File: src/rtl/axi4_lite_pkg.sv
// Shared definitions for the AXI4-Lite slave-to-memory bridge.
// Holds the AXI response codes, the bridge FSM state encoding, the
// last-grant encoding for round-robin arbitration, and the address helpers
// used to turn a granted AXI byte address into a window offset and a
// response code.
package axi4_lite_pkg;

    localparam logic [1:0] RESP_OKAY   = 2'b00;
    localparam logic [1:0] RESP_SLVERR = 2'b10;
    localparam logic [1:0] RESP_DECERR = 2'b11;

    typedef enum logic [1:0] {
        ST_IDLE   = 2'd0,
        ST_WR_ACC = 2'd1,
        ST_RD_ACC = 2'd2
    } state_t;

    typedef enum logic {
        GRANT_READ  = 1'b0,
        GRANT_WRITE = 1'b1
    } grant_t;

    // Byte offset of an address inside the decoded window.
    function automatic logic [63:0] addr_offset(input logic [63:0] addr,
                                                input logic [63:0] base);
        return addr - base;
    endfunction

    // Response code for an access. Decode failure outranks misalignment,
    // which outranks the protection check. The window test relies on the
    // base being aligned to the (power-of-two) span.
    function automatic logic [1:0] addr_check(input logic [63:0]   addr,
                                              input logic [63:0]   base,
                                              input logic [63:0]   span,
                                              input int unsigned   bus_bytes,
                                              input logic [2:0]    prot,
                                              input logic          secure_only);
        logic [63:0] align_mask;
        logic [1:0]  code;
        align_mask = 64'(bus_bytes) - 64'd1;
        if ((addr & ~(span - 64'd1)) != base) begin
            code = RESP_DECERR;
        end else if ((addr & align_mask) != 64'd0) begin
            code = RESP_SLVERR;
        end else if (secure_only && prot[1]) begin
            code = RESP_SLVERR;
        end else begin
            code = RESP_OKAY;
        end
        return code;
    endfunction

endpackage

File: src/rtl/axi4_lite_hold_reg.sv
// Single-entry valid/ready holding register.
// Ports:
//   clk, rst_n      clock, asynchronous active-low reset
//   valid, ready    upstream handshake; ready is simply "not full"
//   data_in         payload captured on the valid && ready edge
//   clear           empties the entry (the consumer is done with it)
//   full, data_out  entry state and stored payload
module axi4_lite_hold_reg #(
    parameter int WIDTH = 8
) (
    input  logic             clk,
    input  logic             rst_n,
    input  logic             valid,
    output logic             ready,
    input  logic [WIDTH-1:0] data_in,
    input  logic             clear,
    output logic             full,
    output logic [WIDTH-1:0] data_out
);

    assign ready = !full;

    // Capture and clear never coincide: capture needs the entry empty,
    // clear is only issued while it is full.
    always_ff @(posedge clk or negedge rst_n) begin
        if (!rst_n) begin
            full     <= 1'b0;
            data_out <= '0;
        end else if (valid && ready) begin
            full     <= 1'b1;
            data_out <= data_in;
        end else if (clear) begin
            full     <= 1'b0;
        end
    end

endmodule

File: src/rtl/axi4_lite_slave_bridge.sv
// AXI4-Lite slave to single-port memory bridge.
// AW, W and AR are each buffered in a one-entry holding register, so AW and
// W can arrive in any order. One write and one read may be outstanding;
// the FSM arbitrates between them, checks the granted address and either
// runs a memory access (req held until mem_ready) or answers an error
// directly.
// Ports:
//   clk, rst_n                       clock, asynchronous active-low reset
//   aw*/w*/b*, ar*/r*                AXI4-Lite slave channels
//   mem_req/mem_we/mem_addr          memory request, direction, byte offset
//   mem_wdata/mem_wstrb              write payload (strobes zero on reads)
//   mem_rdata/mem_ready              read data and completion from memory
module axi4_lite_slave_bridge
    import axi4_lite_pkg::*;
#(
    parameter int              ADDR_WIDTH  = 32,
    parameter int              DATA_WIDTH  = 32,
    parameter longint unsigned BASE_ADDR   = 0,
    parameter longint unsigned ADDR_SPAN   = 4096,
    parameter int              ARB_MODE    = 0,
    parameter int              SECURE_ONLY = 0
) (
    input  logic                    clk,
    input  logic                    rst_n,
    input  logic [ADDR_WIDTH-1:0]   awaddr,
    input  logic [2:0]              awprot,
    input  logic                    awvalid,
    output logic                    awready,
    input  logic [DATA_WIDTH-1:0]   wdata,
    input  logic [DATA_WIDTH/8-1:0] wstrb,
    input  logic                    wvalid,
    output logic                    wready,
    output logic [1:0]              bresp,
    output logic                    bvalid,
    input  logic                    bready,
    input  logic [ADDR_WIDTH-1:0]   araddr,
    input  logic [2:0]              arprot,
    input  logic                    arvalid,
    output logic                    arready,
    output logic [DATA_WIDTH-1:0]   rdata,
    output logic [1:0]              rresp,
    output logic                    rvalid,
    input  logic                    rready,
    output logic                    mem_req,
    output logic                    mem_we,
    output logic [ADDR_WIDTH-1:0]   mem_addr,
    output logic [DATA_WIDTH-1:0]   mem_wdata,
    output logic [DATA_WIDTH/8-1:0] mem_wstrb,
    input  logic [DATA_WIDTH-1:0]   mem_rdata,
    input  logic                    mem_ready
);

    localparam int STRB_W = DATA_WIDTH / 8;

    state_t state, state_next;
    grant_t last_grant;

    logic                    aw_full, w_full, ar_full;
    logic [ADDR_WIDTH+2:0]   aw_q, ar_q;
    logic [DATA_WIDTH+STRB_W-1:0] w_q;
    logic [ADDR_WIDTH-1:0]   aw_addr, ar_addr;
    logic [2:0]              aw_prot, ar_prot;
    logic [DATA_WIDTH-1:0]   w_data;
    logic [STRB_W-1:0]       w_strb;

    logic       wr_elig, rd_elig, grant_wr, grant_rd;
    logic [1:0] wr_code, rd_code;
    logic       wr_done, rd_done, rd_from_mem;
    logic [1:0] wr_resp, rd_resp;

    axi4_lite_hold_reg #(.WIDTH(ADDR_WIDTH + 3)) u_aw_hold (
        .clk(clk), .rst_n(rst_n), .valid(awvalid), .ready(awready),
        .data_in({awaddr, awprot}), .clear(wr_done), .full(aw_full), .data_out(aw_q)
    );

    axi4_lite_hold_reg #(.WIDTH(DATA_WIDTH + STRB_W)) u_w_hold (
        .clk(clk), .rst_n(rst_n), .valid(wvalid), .ready(wready),
        .data_in({wdata, wstrb}), .clear(wr_done), .full(w_full), .data_out(w_q)
    );

    axi4_lite_hold_reg #(.WIDTH(ADDR_WIDTH + 3)) u_ar_hold (
        .clk(clk), .rst_n(rst_n), .valid(arvalid), .ready(arready),
        .data_in({araddr, arprot}), .clear(rd_done), .full(ar_full), .data_out(ar_q)
    );

    assign aw_addr = aw_q[ADDR_WIDTH+2:3];
    assign aw_prot = aw_q[2:0];
    assign ar_addr = ar_q[ADDR_WIDTH+2:3];
    assign ar_prot = ar_q[2:0];
    assign w_data  = w_q[DATA_WIDTH+STRB_W-1:STRB_W];
    assign w_strb  = w_q[STRB_W-1:0];

    // A direction is only eligible once its previous response has been
    // consumed, which keeps one transaction per direction in flight.
    assign wr_elig = aw_full && w_full && !bvalid;
    assign rd_elig = ar_full && !rvalid;

    assign wr_code = addr_check(64'(aw_addr), BASE_ADDR, ADDR_SPAN, STRB_W,
                                aw_prot, SECURE_ONLY != 0);
    assign rd_code = addr_check(64'(ar_addr), BASE_ADDR, ADDR_SPAN, STRB_W,
                                ar_prot, SECURE_ONLY != 0);

    // Arbitration only matters when both directions are eligible; in
    // round-robin mode the direction not granted last time wins.
    always_comb begin
        grant_wr = 1'b0;
        grant_rd = 1'b0;
        if (state == ST_IDLE) begin
            if (wr_elig && rd_elig) begin
                if (ARB_MODE == 0 || last_grant == GRANT_READ) begin
                    grant_wr = 1'b1;
                end else begin
                    grant_rd = 1'b1;
                end
            end else begin
                grant_wr = wr_elig;
                grant_rd = rd_elig;
            end
        end
    end

    // Error grants complete on the grant edge without touching memory;
    // OKAY grants move to the access state and complete on mem_ready.
    always_comb begin
        state_next  = state;
        wr_done     = 1'b0;
        rd_done     = 1'b0;
        rd_from_mem = 1'b0;
        wr_resp     = RESP_OKAY;
        rd_resp     = RESP_OKAY;
        case (state)
            ST_IDLE: begin
                if (grant_wr) begin
                    if (wr_code == RESP_OKAY) begin
                        state_next = ST_WR_ACC;
                    end else begin
                        wr_done = 1'b1;
                        wr_resp = wr_code;
                    end
                end else if (grant_rd) begin
                    if (rd_code == RESP_OKAY) begin
                        state_next = ST_RD_ACC;
                    end else begin
                        rd_done = 1'b1;
                        rd_resp = rd_code;
                    end
                end
            end
            ST_WR_ACC: begin
                if (mem_ready) begin
                    state_next = ST_IDLE;
                    wr_done    = 1'b1;
                end
            end
            ST_RD_ACC: begin
                if (mem_ready) begin
                    state_next  = ST_IDLE;
                    rd_done     = 1'b1;
                    rd_from_mem = 1'b1;
                end
            end
            default: state_next = ST_IDLE;
        endcase
    end

    // State, arbitration history and the registered response channels.
    // Responses hold until their handshake; a new completion cannot collide
    // with a pending response because eligibility excludes that case.
    always_ff @(posedge clk or negedge rst_n) begin
        if (!rst_n) begin
            state      <= ST_IDLE;
            last_grant <= GRANT_READ;
            bvalid     <= 1'b0;
            bresp      <= RESP_OKAY;
            rvalid     <= 1'b0;
            rresp      <= RESP_OKAY;
            rdata      <= '0;
        end else begin
            state <= state_next;
            if (grant_wr) begin
                last_grant <= GRANT_WRITE;
            end else if (grant_rd) begin
                last_grant <= GRANT_READ;
            end
            if (wr_done) begin
                bvalid <= 1'b1;
                bresp  <= wr_resp;
            end else if (bready) begin
                bvalid <= 1'b0;
            end
            if (rd_done) begin
                rvalid <= 1'b1;
                rresp  <= rd_resp;
                rdata  <= rd_from_mem ? mem_rdata : '0;
            end else if (rready) begin
                rvalid <= 1'b0;
            end
        end
    end

    // The holding registers cannot change while their entry is in use, so
    // driving the memory side straight from them keeps it stable under req.
    assign mem_req   = (state != ST_IDLE);
    assign mem_we    = (state == ST_WR_ACC);
    assign mem_addr  = ADDR_WIDTH'(addr_offset(64'((state == ST_RD_ACC) ? ar_addr : aw_addr),
                                               BASE_ADDR));
    assign mem_wdata = w_data;
    assign mem_wstrb = mem_we ? w_strb : '0;

endmodule

File: config.mk
export PLATFORM = sky130hd
export DESIGN_NAME = axi4_lite_slave_bridge
export DESIGN_NICKNAME = d
export VERILOG_FILES = /design/src/rtl/axi4_lite_pkg.sv /design/src/rtl/axi4_lite_hold_reg.sv /design/src/rtl/axi4_lite_slave_bridge.sv
export SDC_FILE = /design/constraint.sdc
export NUM_CORES = 1
export LEC_CHECK = 0
export ABC_AREA = 1
export CAP_MARGIN = 20
export CORE_MARGIN = 5
export CORE_UTILIZATION = 57
export DETAILED_ROUTE_END_ITERATION = 16
export DONT_BUFFER_PORTS = 1
export PLACE_DENSITY_LB_ADDON = 0.08
export SETUP_SLACK_MARGIN = 0.1
export SLEW_MARGIN = 20
export SYNTH_ARGS = -nofsm -noshare
export SYNTH_HDL_FRONTEND = slang
export SYNTH_HIERARCHICAL = 1
export SYNTH_SLANG_ARGS = --single-unit
File: constraint.sdc
create_clock -name clk -period 2.4 [get_ports clk]
set_clock_uncertainty 0.2 [all_clocks]
set_input_delay 0.72 -clock clk [delete_from_list [all_inputs] [get_ports clk]]
set_output_delay 0.72 -clock clk [all_outputs]
set_load 0.01 [all_outputs]
==> key figures <==
Synthesis
  • Post-synth design cell area: 6790 um2
  • Post-synth net total: roughly 900
  • Syn_area_per_cell: 9.21 um2
  • Number of cells produced by synthesis: around 740
  • Warning count from the yosys run: 6

Route
  • Remaining DRCs: 0
  • Iteration-0 DRC Markers: 374
  • Vias per inst: 5.57
  • Via Count: 4970
  • Wire length per cell: between 15 and 20 um
  • Antenna-violating nets left: 0
  • Routed WL: 17000 um
  • Length of the first detailed-routing pass in iterations: 5

Setup path
  • Data required time of the critical path: around 1500 ps
  • Worst endpoint data arrival time: 1650 ps
  • Capture instance of the worst register-to-register path: u_ar_hold/full$_DFFE_PN0P_
  • Worst reg2reg setup slack: 280 ps
  • Critical path endpoint category: primary output
  • R2R depth: 10
  • Sort of element at the start of the critical path: register
  • Type of the worst setup path: register to primary output
  • Largest driver fanout on the critical path: 5
  • Worst flop-to-flop path startpoint: state[1]$_DFFE_PN0P_

Final layout
  • Syn-to-layout area delta: 14.0%
  • Reg area: 3580 um2
  • Most common cell after layout, fill and taps aside: sky130_fd_sc_hd__nand2_1
  • Leading cell types in the layout, fill and taps excluded: sky130_fd_sc_hd__nand2_1 (301), sky130_fd_sc_hd__dfrtp_1 (143), sky130_fd_sc_hd__nand3_1 (103)
  • Share of cells above drive strength 1: 21.0%
  • Count of antenna diodes in the layout: 0
  • Post-layout instance area: 7730 um2
  • Fillcell total: about 950
  • Total area of multi-input combinational cells: ~2800 um2
  • Net count, final: a little under 900

Clocking
  • Clock slew seen by the registers of the worst setup and hold paths: around 50 ps
  • Root Buffer: sky130_fd_sc_hd__clkbuf_16
  • Clock tree from TritonCTS: done
  • Number of sinks on the clock net: 143
  • Number of H-tree levels: 4
  • Later-pin clock latency in the skew report: between 400 and 500 ps
  • Number of CTS-inserted buffers: 17
  • Number of buffers on the longest clock path: 2

Run
  • Max-cap violations: 0

Timing
  • Max-slew headroom at the worst pin: 69.2%
  • Worst-Margin Slew: around 460 ps
  • Total setup violations reported at the end of the flow: 36
  • Period minus WS final: about 2600 ps
  • Least setup slack across all paths after layout: -169 ps
  • Final Hold Vio Count: roughly 140
  • RSZ-0062 raised after global routing: true
  • Final worst hold slack: -196 ps
  • Max Clk Rate: slightly below 0.4 GHz
  • Fin. max-slew vios: 0
  • Ratio of final minimum period to clock period: 107%

Power and ir drop
  • P_leak: 0.00402 uW
  • Fraction of power consumed by combinational cells: between 20 and 30%
  • Max rail drop VDD: around 0.76 mV
  • Power per Cell Area: 1290 nW/um2
  • Internal Power: 6390 uW
  • Clock Power Share: 29.5%
  • Switching power as a share of total power: 36.0%
  • Sequential share of power: 41.2%
  • Switching power of the nets: about 3600 uW

Floorplanning
  • Number of placement rows: 39
  • Chip Width: 119 um
  • Initial core utilization: between 50 and 60%
  • Die footprint: 14200 um2
  • Total I/O pin count: 257
  • Placeable core area: between 10000 and 15000 um2
  • Die H: 119 um

Placement
  • Cell Area, Placed: roughly 6600 um2
  • Post-DP HPWL: 11300 um
  • I/O Buffers: 0
  • GPL Wtd Cong: between 0.7 and 0.8

Global routing
  • GRT Overall Usage: between 20 and 25%
  • First-pass GRT wire length: between 20000 and 30000 um
  • Via count of the first global-routing pass: 5116
  • Total grt overflow: 0
  • Initial antenna violation count: 0
  • Pin count of the biggest net entering global routing: 144

Run status
  • Outcome: finished with violations
  • Failing checks: hold timing, setup timing

Min path
  • Worst hold path type: input port to async pin
[area by class of cell]
cell class | count | area share (%)
Multi-Input combinational cell | 521 | 36.7
Clock inverter | 9 | 2.30
Tap cell | 143 | 2.31
Clock buffer | 23 | 6.44
Timing Repair Buffer | 27 | 4.58
Inverter | 26 | 1.39
Sequential cell | 143 | 46.3
[metal layers]
| metal | GRT usage, % | routed length (um) | vias up |
|---|---|---|---|
| met1 | 27.6 | 6340 | 2398 |
| met2 | 40.9 | 8650 | 192 |
| met4 | 7.82 | 328 | 0 |
| met3 | 9.86 | 1710 | 27 |
| li1 | - | - | 2353 |
| met5 | 0 | 0 | - |
[worst max-delay path, stage by stage, from the launching register on]
cell                        delay, ps
sky130_fd_sc_hd__dfrtp_1          390
sky130_fd_sc_hd__inv_2             80
sky130_fd_sc_hd__ha_4             140
sky130_fd_sc_hd__buf_12           130
sky130_fd_sc_hd__clkbuf_16        170
sky130_fd_sc_hd__mux2_4           320
[timing repair]
item                                    4_1_cts  5_1_grt
pin swaps                                     2        5
hold endpoints to repair                    143      143
endpoints found under the setup margin       36       38
cloned                                        3        2
gates resized for setup                      53       18
setup buffers                                 6        5
[stage by stage]
| stage | setup WS (ps) | setup TNS [ps] | cells | total power (uW) | utilization (%) |
|---|---|---|---|---|---|
| 2_1_floorplan | 136 | 0 | 737 | 6420 | - |
| 3_3_place_gp | 197 | 0 | 846 | 6650 | 57.4 |
| 3_5_place_dp | 176 | 0 | 846 | 6780 | 57.4 |
| 4_1_cts | -166 | -4880 | 887 | 9950 | 65.6 |
| 5_1_grt | -207 | -6040 | 892 | 10600 | 66.9 |
| 6_report | -169 | -4390 | 892 | 9980 | 66.9 |
[state kept, by name, indices dropped and copies added (netlist names), 2 cells and up]
signal,cells
rdata,32
u_ar_hold/data_out,32
u_aw_hold/data_out,32
state,2
rresp,2
u_w_hold/data_out,36
bresp,2
[power groups by stage]
stage	sequential (uW)	clock (uW)	combinational (uW)
after CTS	4110	3000	2850
final	4110	2940	2930
after global routing	4230	3100	3300
after floorplan	3900	0	2520
after detailed placement	4120	0	2660
after global placement	4100	0	2550
[worst max path at each step]
stage,start,end,slack (ps),cells after the start
global placement,state[0]$_DFFE_PN0P_,mem_addr[1],200,4
CTS,state[0]$_DFFE_PN0P_,mem_addr[21],-170,5
floorplan,state[0]$_DFFE_PN0P_,mem_addr[23],140,5
detailed placement,state[0]$_DFFE_PN0P_,mem_addr[1],180,4
global route,state[0]$_DFFE_PN0P_,mem_addr[25],-210,5
finish,state[0]$_DFFE_PN0P_,mem_addr[25],-170,5
(Power assumes the default switching activity.)
